==> src/rtl/mem_arbiter_pkg.sv <==
// Shared LC-3b types for the memory arbiter slice.
// Holds the arbiter state encoding and the latched request bundle.
package lc3b_types;

  typedef logic [15:0] lc3b_word;
  typedef logic [1:0]  lc3b_mem_wmask;

  typedef enum logic [2:0] {
    IDLE,
    BUSY_I,
    BUSY_D,
    DONE_I,
    DONE_D
  } arb_state_t;

  typedef struct packed {
    lc3b_word      addr;
    lc3b_word      wdata;
    lc3b_mem_wmask wmask;
    logic          read;
    logic          write;
  } arb_req_t;

endpackage

==> src/rtl/mem_arbiter_streak_counter.sv <==
// Saturating count of D grants issued while a fetch waits.
// at_max_o tells the arbiter the fetch port must win next.
module arb_streak_counter #(
  parameter int MAX = 4,
  parameter int W   = 3
) (
  input  logic clk,
  input  logic reset_n,
  input  logic inc_i,
  input  logic clr_i,
  output logic at_max_o
);

  localparam logic [W-1:0] MAX_V = W'(MAX);

  logic [W-1:0] cnt_q;
  logic [W-1:0] cnt_d;

  // Next count: clear wins, increment stops at the limit.
  always_comb begin
    cnt_d = cnt_q;
    if (clr_i)
      cnt_d = '0;
    else if (inc_i && (cnt_q < MAX_V))
      cnt_d = cnt_q + 1'b1;
  end

  // Counter register with synchronous reset.
  always_ff @(posedge clk) begin
    if (!reset_n)
      cnt_q <= '0;
    else
      cnt_q <= cnt_d;
  end

  assign at_max_o = (cnt_q >= MAX_V);

endmodule

==> src/rtl/mem_arbiter.sv <==
// Fetch/data arbiter onto one physical memory port.
// D has priority; a streak limit keeps fetch moving.
module mem_arbiter
  import lc3b_types::*;
#(
  parameter int MAX_D_STREAK = 4,
  parameter int STREAK_W     = 3
) (
  input  logic          clk,
  input  logic          reset_n,
  input  logic          i_read,
  input  lc3b_word      i_address,
  output lc3b_word      i_rdata,
  output logic          i_resp,
  input  logic          d_read,
  input  logic          d_write,
  input  lc3b_word      d_address,
  input  lc3b_word      d_wdata,
  input  lc3b_mem_wmask d_wmask,
  output lc3b_word      d_rdata,
  output logic          d_resp,
  output logic          pmem_read,
  output logic          pmem_write,
  output lc3b_word      pmem_address,
  output lc3b_word      pmem_wdata,
  output lc3b_mem_wmask pmem_wmask,
  input  lc3b_word      pmem_rdata,
  input  logic          pmem_resp
);

  arb_state_t state_q;
  arb_req_t   req_q;
  arb_req_t   d_req_s;
  lc3b_word   i_rdata_q;
  lc3b_word   d_rdata_q;
  logic       i_resp_q;
  logic       d_resp_q;

  logic d_req;
  logic at_max;
  logic grant_d;
  logic grant_i;
  logic s_inc;
  logic s_clr;

  // Grant decision and the D request as it would be latched.
  always_comb begin
    d_req   = d_read | d_write;
    grant_d = (state_q == IDLE) && d_req && (!i_read || !at_max);
    grant_i = (state_q == IDLE) && !grant_d && i_read;
    s_inc   = grant_d && i_read;
    s_clr   = grant_i || (grant_d && !i_read);
    d_req_s = '{
      addr:  d_address,
      wdata: d_wdata,
      wmask: d_wmask,
      read:  d_read & ~d_write,
      write: d_write
    };
  end

  arb_streak_counter #(
    .MAX (MAX_D_STREAK),
    .W   (STREAK_W)
  ) u_streak (
    .clk      (clk),
    .reset_n  (reset_n),
    .inc_i    (s_inc),
    .clr_i    (s_clr),
    .at_max_o (at_max)
  );

  // Arbiter FSM; strobes, rdata and resp are all registered here.
  always_ff @(posedge clk) begin
    if (!reset_n) begin
      state_q   <= IDLE;
      req_q     <= '0;
      i_rdata_q <= '0;
      d_rdata_q <= '0;
      i_resp_q  <= 1'b0;
      d_resp_q  <= 1'b0;
    end else begin
      i_resp_q <= 1'b0;
      d_resp_q <= 1'b0;
      unique case (state_q)
        IDLE: begin
          if (grant_d) begin
            req_q   <= d_req_s;
            state_q <= BUSY_D;
          end else if (grant_i) begin
            req_q.addr  <= i_address;
            req_q.wmask <= 2'b11;
            req_q.read  <= 1'b1;
            req_q.write <= 1'b0;
            state_q     <= BUSY_I;
          end
        end
        BUSY_I: begin
          if (pmem_resp) begin
            i_rdata_q   <= pmem_rdata;
            i_resp_q    <= 1'b1;
            req_q.read  <= 1'b0;
            req_q.write <= 1'b0;
            state_q     <= DONE_I;
          end
        end
        BUSY_D: begin
          if (pmem_resp) begin
            d_rdata_q   <= pmem_rdata;
            d_resp_q    <= 1'b1;
            req_q.read  <= 1'b0;
            req_q.write <= 1'b0;
            state_q     <= DONE_D;
          end
        end
        DONE_I, DONE_D: begin
          state_q <= IDLE;
        end
        default: begin
          state_q <= IDLE;
        end
      endcase
    end
  end

  assign i_rdata      = i_rdata_q;
  assign i_resp       = i_resp_q;
  assign d_rdata      = d_rdata_q;
  assign d_resp       = d_resp_q;
  assign pmem_read    = req_q.read;
  assign pmem_write   = req_q.write;
  assign pmem_address = req_q.addr;
  assign pmem_wdata   = req_q.wdata;
  assign pmem_wmask   = req_q.wmask;

endmodule

==> config.mk <==
export PLATFORM = sky130hd
export DESIGN_NAME = mem_arbiter
export DESIGN_NICKNAME = d
export VERILOG_FILES = /design/src/rtl/mem_arbiter_pkg.sv /design/src/rtl/mem_arbiter_streak_counter.sv /design/src/rtl/mem_arbiter.sv
export SDC_FILE = /design/constraint.sdc
export NUM_CORES = 1
export LEC_CHECK = 0
export ABC_AREA = 1
export CAP_MARGIN = 5
export CORE_MARGIN = 1.5
export CORE_UTILIZATION = 33
export DETAILED_ROUTE_END_ITERATION = 10
export PLACE_DENSITY = 0.67
export SLEW_MARGIN = 20
export SYNTH_ARGS = -nofsm -noshare
export SYNTH_HDL_FRONTEND = slang
export SYNTH_SLANG_ARGS = --single-unit
export TNS_END_PERCENT = 10
==> constraint.sdc <==
create_clock -name clk -period 1.6 [get_ports clk]
set_input_delay 0.4 -clock clk [delete_from_list [all_inputs] [get_ports clk]]
set_output_delay 0.4 -clock clk [all_outputs]
set_load 0.05 [all_outputs]
---- After elaboration in Yosys (flattened, before gate mapping) ----
Cells that the tools add are included.
storage, ports and cells
  flip-flop bits (word level) ............. 76
  bits of input ports ..................... 72
cells by class
  add/subtract/negate cells ............... 1
  bitwise gates (word level) .............. 4
  $lt $le $gt $ge ......................... 2
  multiplexer cells ....................... 12
  equal/unequal tests ..................... 6
  reductions and logical operators ........ 25
operators by type and width
  kind                                                   number
  two-way mux 16 bit                                     2
  two-way mux 3 bit                                      4
  AND reduction 2 bit                                    6
  case mux 3 bit (3 select lines)                        1
  two-way mux 4 bit                                      2
  logical AND 1 bit                                      7
  AND reduction 3 bit                                    2
  inequality test 2 bit, second input constant           2
  case mux 2 bit (2 select lines)                        1
  nonzero test 2 bit                                     2
  OR reduction 2 bit                                     2
  adder 3 x 1 -> 3 bit, second input constant            1
  equality test 3 x 1 -> 1 bit, second input constant    1
  equality test 3 x 2 -> 1 bit, second input constant    1
  >= comparator 3 bit, second input constant             1
  zero test 1 bit                                        3
  zero test 3 bit                                        1
  less-than comparator 3 bit, second input constant      1
  inequality test 3 bit, second input constant           1
  logical OR 1 bit                                       2
  two-way mux 2 bit                                      1
  inequality test 2 x 1 -> 1 bit, second input constant  1
  NOT 1 bit                                              2
  bitwise AND 1 bit                                      1
  other kinds (2)                                        2

---- Logic depth before layout (Yosys ltp) ----
Gate-level depths: netlist of run 1.
  word-level depth ........................ 10
  depth in mapped cells ................... 9

---- Cells and area by module ----
Synthesis of run 1 repeated with hierarchy kept, for this count alone.
unflattened totals
  cell total of the unflattened synthesis .. 421
  area total of the unflattened synthesis .. 3054.2 um^2
modules (own cells, without submodules)
  module              times used  area each (um^2)  cells each  seq. area each (um^2)
  mem_arbiter         1           2886.5            396         1461.4
  arb_streak_counter  1           167.7             25          60.1

---- Worst setup path before layout of run 1 ----
Ideal clock, no wire load.
  path type ............................... register to register
  from .................................... register state_q[1]
  to ...................................... register req_q, in the netlist pmem_address[10]
  stages on the path, launching flop included .. 10
  buffers on the path ..................... 1
  arrival ................................. 1131 ps
  data required time ...................... 1491 ps
  period minus slack after synthesis ...... 1240 ps
  setup slack ............................. 360 ps
  path through ............................ dfxtp_1 > nor2_4 > nand2_4 > nor2_8 > inv_2 > buf_2 > nand2_1 > nand3_1 > nand2_1 > inv_1
between the ends
  longest elaborated chain between the ends .. 8
  elaborated cells on any way between the ends .. 9
  classes of those cells .................. mux: 1; reduce/logical: 8
ends and longest elaborated chain
  what                            RTL line                                                 RTL
  start: declaration              mem_arbiter.sv:31                                        arb_state_t state_q;
  start signal: assignment        mem_arbiter.sv:76                                        state_q <= IDLE;
  start signal: assignment        mem_arbiter.sv:89                                        state_q <= BUSY_D;
  start signal: assignment        mem_arbiter.sv:95                                        state_q <= BUSY_I;
  zero test 3 bit *               mem_arbiter.sv:49, mem_arbiter.sv:50, mem_arbiter.sv:85
  logical AND 1 bit (2 in a row)  mem_arbiter.sv:49                                        grant_d = (state_q == IDLE) && d_req && (!i_read || !at_max);
  zero test 1 bit                 mem_arbiter.sv:50                                        grant_i = (state_q == IDLE) && !grant_d && i_read;
  logical AND 1 bit (2 in a row)  mem_arbiter.sv:50
  nonzero test 2 bit (no line)    --
  AND reduction 2 bit (no line)   --
  end signal: assignment          mem_arbiter.sv:88                                        req_q <= d_req_s;
  end: declaration                mem_arbiter.sv:32                                        arb_req_t req_q;
Mark *: on every way between the ends. The rest lies on a longest branch, timed or not.
A chain may end at the register's enable or synchronous reset.

---- Worst setup path in the final report of run 1 ----
  from .................................... input port i_read
  to ...................................... register req_q, in the netlist pmem_address[14]
between the ends
  longest elaborated chain between the ends .. 8
  elaborated cells on any way between the ends .. 9
  classes of those cells .................. mux: 1; reduce/logical: 8
ends and longest elaborated chain
  what                            RTL line           RTL
  start: declaration              mem_arbiter.sv:11  input logic i_read,
  zero test 1 bit                 mem_arbiter.sv:49
  logical OR 1 bit                mem_arbiter.sv:49
  logical AND 1 bit               mem_arbiter.sv:49
  zero test 1 bit                 mem_arbiter.sv:50
  logical AND 1 bit (2 in a row)  mem_arbiter.sv:50
  nonzero test 2 bit (no line)    --
  AND reduction 2 bit (no line)   --
Parallel ways exist; a longest one is shown, timed or not.

==> results of run 1 <==
-- final cells by class --
| cell class | count | area [µm²] | area share |
|---|---|---|---|
| repair buffers | 162 | 2270 | 0.409 |
| flip-flops and latches | 76 | 1520 | 0.274 |
| multi-input cells | 281 | 1240 | 0.224 |
| inverters | 46 | 173 | 0.0311 |
| well taps | 108 | 135 | 0.0243 |
| clock buffers | 9 | 124 | 0.0223 |
| clock inverters | 7 | 87.6 | 0.0158 |
-- worst min path at each step --
| stage | to | slack [ps] | startpoint | cells after the start |
|---|---|---|---|---|
| floorplan | u_streak.cnt_q[2]$_SDFFE_PP0P_ | 430 | u_streak.cnt_q[2]$_SDFFE_PP0P_ | 2 |
| finish | u_streak.cnt_q[2]$_SDFFE_PP0P_ | 460 | u_streak.cnt_q[2]$_SDFFE_PP0P_ | 2 |
| global route | u_streak.cnt_q[2]$_SDFFE_PP0P_ | 500 | u_streak.cnt_q[2]$_SDFFE_PP0P_ | 2 |
| global placement | u_streak.cnt_q[2]$_SDFFE_PP0P_ | 450 | u_streak.cnt_q[2]$_SDFFE_PP0P_ | 2 |
| CTS | u_streak.cnt_q[2]$_SDFFE_PP0P_ | 460 | u_streak.cnt_q[2]$_SDFFE_PP0P_ | 2 |
| detailed placement | u_streak.cnt_q[2]$_SDFFE_PP0P_ | 440 | u_streak.cnt_q[2]$_SDFFE_PP0P_ | 2 |
-- state kept, by name, indices dropped and copies added (netlist names) --
| name | cells |
|---|---|
| d_rdata | 16 |
| state_q | 3 |
| u_streak.cnt_q | 3 |
| pmem_address | 16 |
| d_resp | 1 |
| pmem_read | 1 |
| i_resp | 1 |
| i_rdata | 16 |
| pmem_write | 1 |
| pmem_wmask | 2 |
| pmem_wdata | 16 |
-- layout by cell type (no fill, tap or decap), drive strengths merged --
master | Yosys | routed
ha | 1 | 1
clkdlybuf4s50 | 0 | 71
bufinv | 0 | 1
o21ai | 52 | 52
buf | 11 | 91
nor2 | 116 | 116
or2 | 1 | 1
inv | 46 | 52
dfxtp | 76 | 76
clkbuf | 10 | 9
nand3 | 19 | 19
nand2 | 67 | 67
o21bai | 1 | 1
a21oi | 24 | 24
-- per-stage QoR --
stage / utilization / hold WS [ps]
global route: 0.631 / 499
finish: 0.631 / 456
CTS: 0.631 / 457
detailed placement: 0.607 / 443
global placement: 0.607 / 447
floorplan: - / 429
-- critical path, delay by kind of cell --
kind	cells	cell delay, ps
buffers and inverters	3	740
AND/OR/NAND/NOR	5	520
AO/OA/AOI/OAI	1	100
-- layer usage --
metal,share of wire,wire length [µm],vias to the layer above,track usage
met5,0,0,-,0
met4,0.021,191,0,0.0802
met2,0.50,4490,83,0.332
li1,-,-,1620,-
met3,0.064,575,13,0.0553
met1,0.41,3690,1400,0.207
-- power groups by stage --
stage	registers [mW]	logic (mW)	clock network, mW
after global routing	2.65	4.24	1.72
after detailed placement	2.65	4.02	0
after global placement	2.63	3.97	0
final	2.60	3.99	1.59
after CTS	2.60	4.03	1.63
after floorplan	3.59	1.01	0
-- cell families (layout without fill, tap and decap cells) --
family | Yosys count | count (layout)
AND/OR/NAND/NOR | 203 | 203
AO/OA/AOI/OAI | 77 | 77
flip-flops | 76 | 76
buffers and inverters | 67 | 224
adder cells (fa/ha/maj) | 1 | 1
==> impl_metrics.ini, run 1 <==
[outcome]
outcome = complete, but fails checks
violations = DRC

[timing]
fin_crit_ps = 1460
slew-limit-headroom = 0.779
max_freq_ghz = 0.684
setup_viol = 0
rsz0062_at_grt = false
fin_skew_ps = 19.7
worst_slack_ps = 139
setup_tns_ps = 0
tightest_slew_ps = 331
timing.final.crit_share = 0.913
slew_violations = 0
hold_viol_final = 0

[drt]
viasPerCell = 4.52
detail-route-antenna-nets = 0
drt-total-wl_um = 8940
drt_pass1_iterations = 7
wl_per_cell_um = 13.0
dr.first_iter.drc_count = 123
vias = 3116
drc = 5

[cts]
clk_pin_slew_ps = 90
postCtsHoldBufs = 0
cts_buffer_depth = 2
clkLatencyLatePin_ps = 360
root_buffer = clkbuf_8
cts_buffers = 9
post-cts-setup-buffers = 0
ctsResizeCount = 0
cts_sinks = 76
tritoncts = done
htree_levels = 3

[placed_design]
dp_hpwl_um = 6810
routabilityCongestion = 0.802
io_buffers = 141
dpl_worst_slack_ps = -229
place_area_um2 = 5340
dpl.cell_count = 673

[global_route]
grt_pass1_wl_um = 14300
grt_pass1_vias = 3045
grt_overflow = 0
grt_max_degree = 35
antenna_found_initial = 0
grtUsageTotal = 0.187

[synthesis]
synthSimpleGateAreaFrac = 0.277
async_reset_ff_frac = 0
synth_top_cell_area_share = 0.501
synth.area.mux_share = 0
synth_compound_area_frac = 0.129
synthCells = 424
yosys_most_used_dff = dfxtp_1
avgSynthCellArea_um2 = 7.16
synth.most_common_cell = nor2_1
synth.largest_area_cell = dfxtp_1
synth_edf_count = 0
synth_xor_area_frac = 0
synth_top_family_by_area = simple AND/OR/NAND/NOR gates
synth.distinct_cells = 19
yosysSeqAreaShare = 0.501
ys_warn_count = 0
synthTopCellsByCount = 112 x nor2_1, 76 x dfxtp_1, 66 x nand2_1
ys_top_cells_by_area = dfxtp_1 50%, nor2_1 14%, o21ai_0 8.4%
syn_area_um2 = 3040
synth-seq-cells = 76
syn_nets = 497
synthAdderAreaFrac = 0.00412

[critical_path]
timing.rr.end = pmem_address[14]$_SDFFE_PN0P_
startpoint = i_read
crit_slowest_cell = clkdlybuf4s50_1
reg2regPathDepth = 8
critPathKind = primary input to register
cp_cell_sequence = clkdlybuf4s50_1 -> nand2_1 -> o21ai_2 -> nor2_8 -> buf_4 -> nand2_1 -> nand3_1 -> nand2_1 -> inv_1
r2r-start = state_q[1]$_SDFFE_PN0P_
worstPathRequired_ps = 1900
crit_arrival_ps = 1760
path_common_cell = nand2_1
slowest_delay_ps = 450
crit_path_end = pmem_address[14]$_SDFFE_PN0P_
cp_max_fo = 18
cp-end-kind = register
reg2reg_slack_ps = 200
cp-start-kind = primary input

[floorplan]
row_count = 34
die_h_um = 98.9
fp.coreArea_um2 = 8810
start_util = 0.345
pin_count = 142
fp.dieW_um = 98.9
dieArea_um2 = 9780

[power]
power_density_nw_per_um2 = 1470
internal_power_mw = 4.84
power_frac_clock = 0.194
sw_frac_of_total = 0.409
p_comb_frac = 0.488
seqPwrFrac = 0.318
vdd_drop_max_mv = 0.816
p_leak_nw = 2.48
p_sw_mw = 3.35
total_power_mw = 8.18

[finish]
fin_cells = 689
nets = 649
antenna_cells = 0
areaGrowthSynthToFinish_pct = 83.0
stdcell_area_um2 = 5550
nFillCells = 733
drive_gt1_frac = 0.201

[job]
maxCapViolations = 0

[hold_path]
hp-class = register to register
Note: power is estimated with default switching activity, not from simulation.
==> inputs of run 2 (changes only) <==
- ABC_AREA: 1 -> default
- CTS_CLUSTER_SIZE: default -> 14
- DONT_BUFFER_PORTS: default -> 1
- PLACE_DENSITY: 0.67 -> default
==> impl_metrics.ini, run 2 <==
[synthesis]
ys_top_cells_by_area = dfxtp_1 50%, a21oi_1 11%, nand2_1 9.0%
synthTopCellsByCount = 76 x dfxtp_1, 72 x nand2_1, 65 x a21oi_1
synth-seq-cells = 76
avgSynthCellArea_um2 = 8.27
synth.distinct_cells = 33
synth_edf_count = 0
yosysSeqAreaShare = 0.504
syn_area_um2 = 3020
synthCells = 365
async_reset_ff_frac = 0
yosys_most_used_dff = dfxtp_1
synth_top_cell_area_share = 0.504
synth.most_common_cell = dfxtp_1
synth.largest_area_cell = dfxtp_1
ys_warn_count = 0
syn_nets = 438

[drt]
detail-route-antenna-nets = 0
drt_pass1_iterations = 7
drt-total-wl_um = 7910
wl_per_cell_um = 16.7
drc = 11
dr.first_iter.drc_count = 144
viasPerCell = 5.64
vias = 2671

[critical_path]
cp_num_buf_inv = 2
crit_slowest_cell = dfxtp_2
critPathKind = register to register
crit_arrival_ps = 1720
slowest_delay_ps = 390
cp-end-kind = register
cp_cell_sequence = nor3_4 -> buf_12 -> buf_12 -> nand3_1 -> a311oi_1
cp_max_fo = 20
cp-start-kind = register
cp_top_family = flip-flops
path_common_cell = buf_12
worstPathRequired_ps = 1840

[outcome]
outcome = complete, but fails checks
violations = DRC

[timing]
hold_viol_final = 0
tightest_slew_ps = 567
worst_slack_ps = 120
timing.final.crit_share = 0.925
hold_ws_ps = 195
fin_crit_ps = 1480
fin_skew_ps = 9.37
rsz0062_at_grt = true
slew-limit-headroom = 0.621
setup_tns_ps = 0
max_freq_ghz = 0.676
slew_violations = 0
setup_viol = 0

[cts]
cts_sinks = 76
root_buffer = clkbuf_8
tritoncts = done
clk_pin_slew_ps = 70
postCtsHoldBufs = 0
clkLatencyLatePin_ps = 330
cts_buffer_depth = 2
cts_buffers = 9
htree_levels = 3

[finish]
areaGrowthSynthToFinish_pct = 13.1
nets = 435
stdcell_area_um2 = 3410
nFillCells = 893
final_common_cell = dfxtp_1
utilization = 0.387
drive_gt1_frac = 0.128
fin_cells = 474
antenna_cells = 0
layout_common_cells = 75 x dfxtp_1, 72 x nand2_1, 65 x a21oi_1

[floorplan]
pin_count = 142
row_count = 34
die_h_um = 98.6
start_util = 0.343
fp.coreArea_um2 = 8810
dieArea_um2 = 9730
fp.dieW_um = 98.6

[power]
total_power_mw = 4.63
vdd_drop_max_mv = 0.533
p_leak_nw = 1.18
power_density_nw_per_um2 = 1360

[global_route]
grt_overflow = 0
grt_pass1_wl_um = 12500
antenna_found_initial = 0
grt_max_degree = 56
grt_pass1_vias = 2482
grtUsageTotal = 0.161

[placed_design]
place_area_um2 = 3260
dpl.cell_count = 459
routabilityCongestion = 0.782
io_buffers = 0
dp_hpwl_um = 5500
dpl_worst_slack_ps = 49.0

[hold_path]
hp-class = primary input to register

[job]
maxCapViolations = 0
## run 2: cell count changes after synthesis, sizes merged, moves of 5 or more
cell / previous run / this run
clkbuf: 10 / 19
o21ai: 52 / 34
nor2: 116 / 3
inv: 46 / 2
buf: 11 / 17
nand2: 67 / 72
a311oi: 0 / 17
a21oi: 24 / 65
nand3: 19 / 33
## run 2: what timing repair did
| item | in CTS | in global routing |
|---|---|---|
| endpoints found under the hold margin | 0 | 0 |
| setup endpoints to repair | 0 | 7 |
| gates resized for setup | 0 | 2 |
| setup buffers | 0 | 0 |
## run 2: kinds of logic (layout without fill, tap and decap cells)
kind of cell / after synthesis / count (layout) / share of synthesized area
mux: 1 / 1 / 0.00497
flops: 76 / 76 / 0.504
fa+ha+maj: 1 / 1 / 0.00415
buf+inv: 38 / 39 / 0.0539
simple gates: 119 / 119 / 0.181
compound gates: 129 / 129 / 0.249
xor+xnor: 1 / 1 / 0.00290
## run 2: routing by layer
| layer | up-vias | global-route usage | wire (µm) |
|---|---|---|---|
| li1 | 1287 | - | - |
| met1 | 1243 | 0.180 | 3200 |
| met2 | 131 | 0.262 | 3700 |
| met3 | 10 | 0.0865 | 905 |
| met4 | 0 | 0.0560 | 97 |
| met5 | - | 0 | 0 |
## run 2: worst reg2reg max path, cell delays in order, from the launching register on
cell	delay [ps]
dfxtp_2	390
nor3_4	290
buf_12	200
buf_12	160
nand3_1	100
a311oi_1	260
## run 2: final timing paths
check | startpoint | to | slack [ps] | cells after the start
worst max-delay path | state_q[2]$_SDFFE_PN0P_ | pmem_address[1]$_SDFFE_PN0P_ | 120 | 5
worst min-delay path | pmem_rdata[11] | i_rdata[11]$_SDFFE_PN0P_ | 190 | 2
worst max register to register | state_q[2]$_SDFFE_PN0P_ | pmem_address[1]$_SDFFE_PN0P_ | 120 | 5
worst min register to register | u_streak.cnt_q[1]$_SDFFE_PP0P_ | u_streak.cnt_q[1]$_SDFFE_PP0P_ | 490 | 2
## run 2: where the power goes
part           internal [mW]  switching (mW)
logic                  0.317           0.414
registers               2.06           0.649
clock network          0.549           0.645
total                   2.93            1.71
## run 2: layout make-up
class	instances	area (µm²)	area share
Sequential cell	76	1520	0.446
Timing Repair Buffer	22	215	0.0631
Clock inverter	3	15.0	0.00440
Clock buffer	12	135	0.0396
Tap cell	108	135	0.0396
Multi-Input combinational cell	251	1380	0.405
Inverter	2	7.51	0.00220
==> inputs of run 3 (changes only) <==
- CTS_CLUSTER_DIAMETER: default -> 150
==> results of run 3 <==
The final DEF is identical to that of run 2; final timing and power are the same.
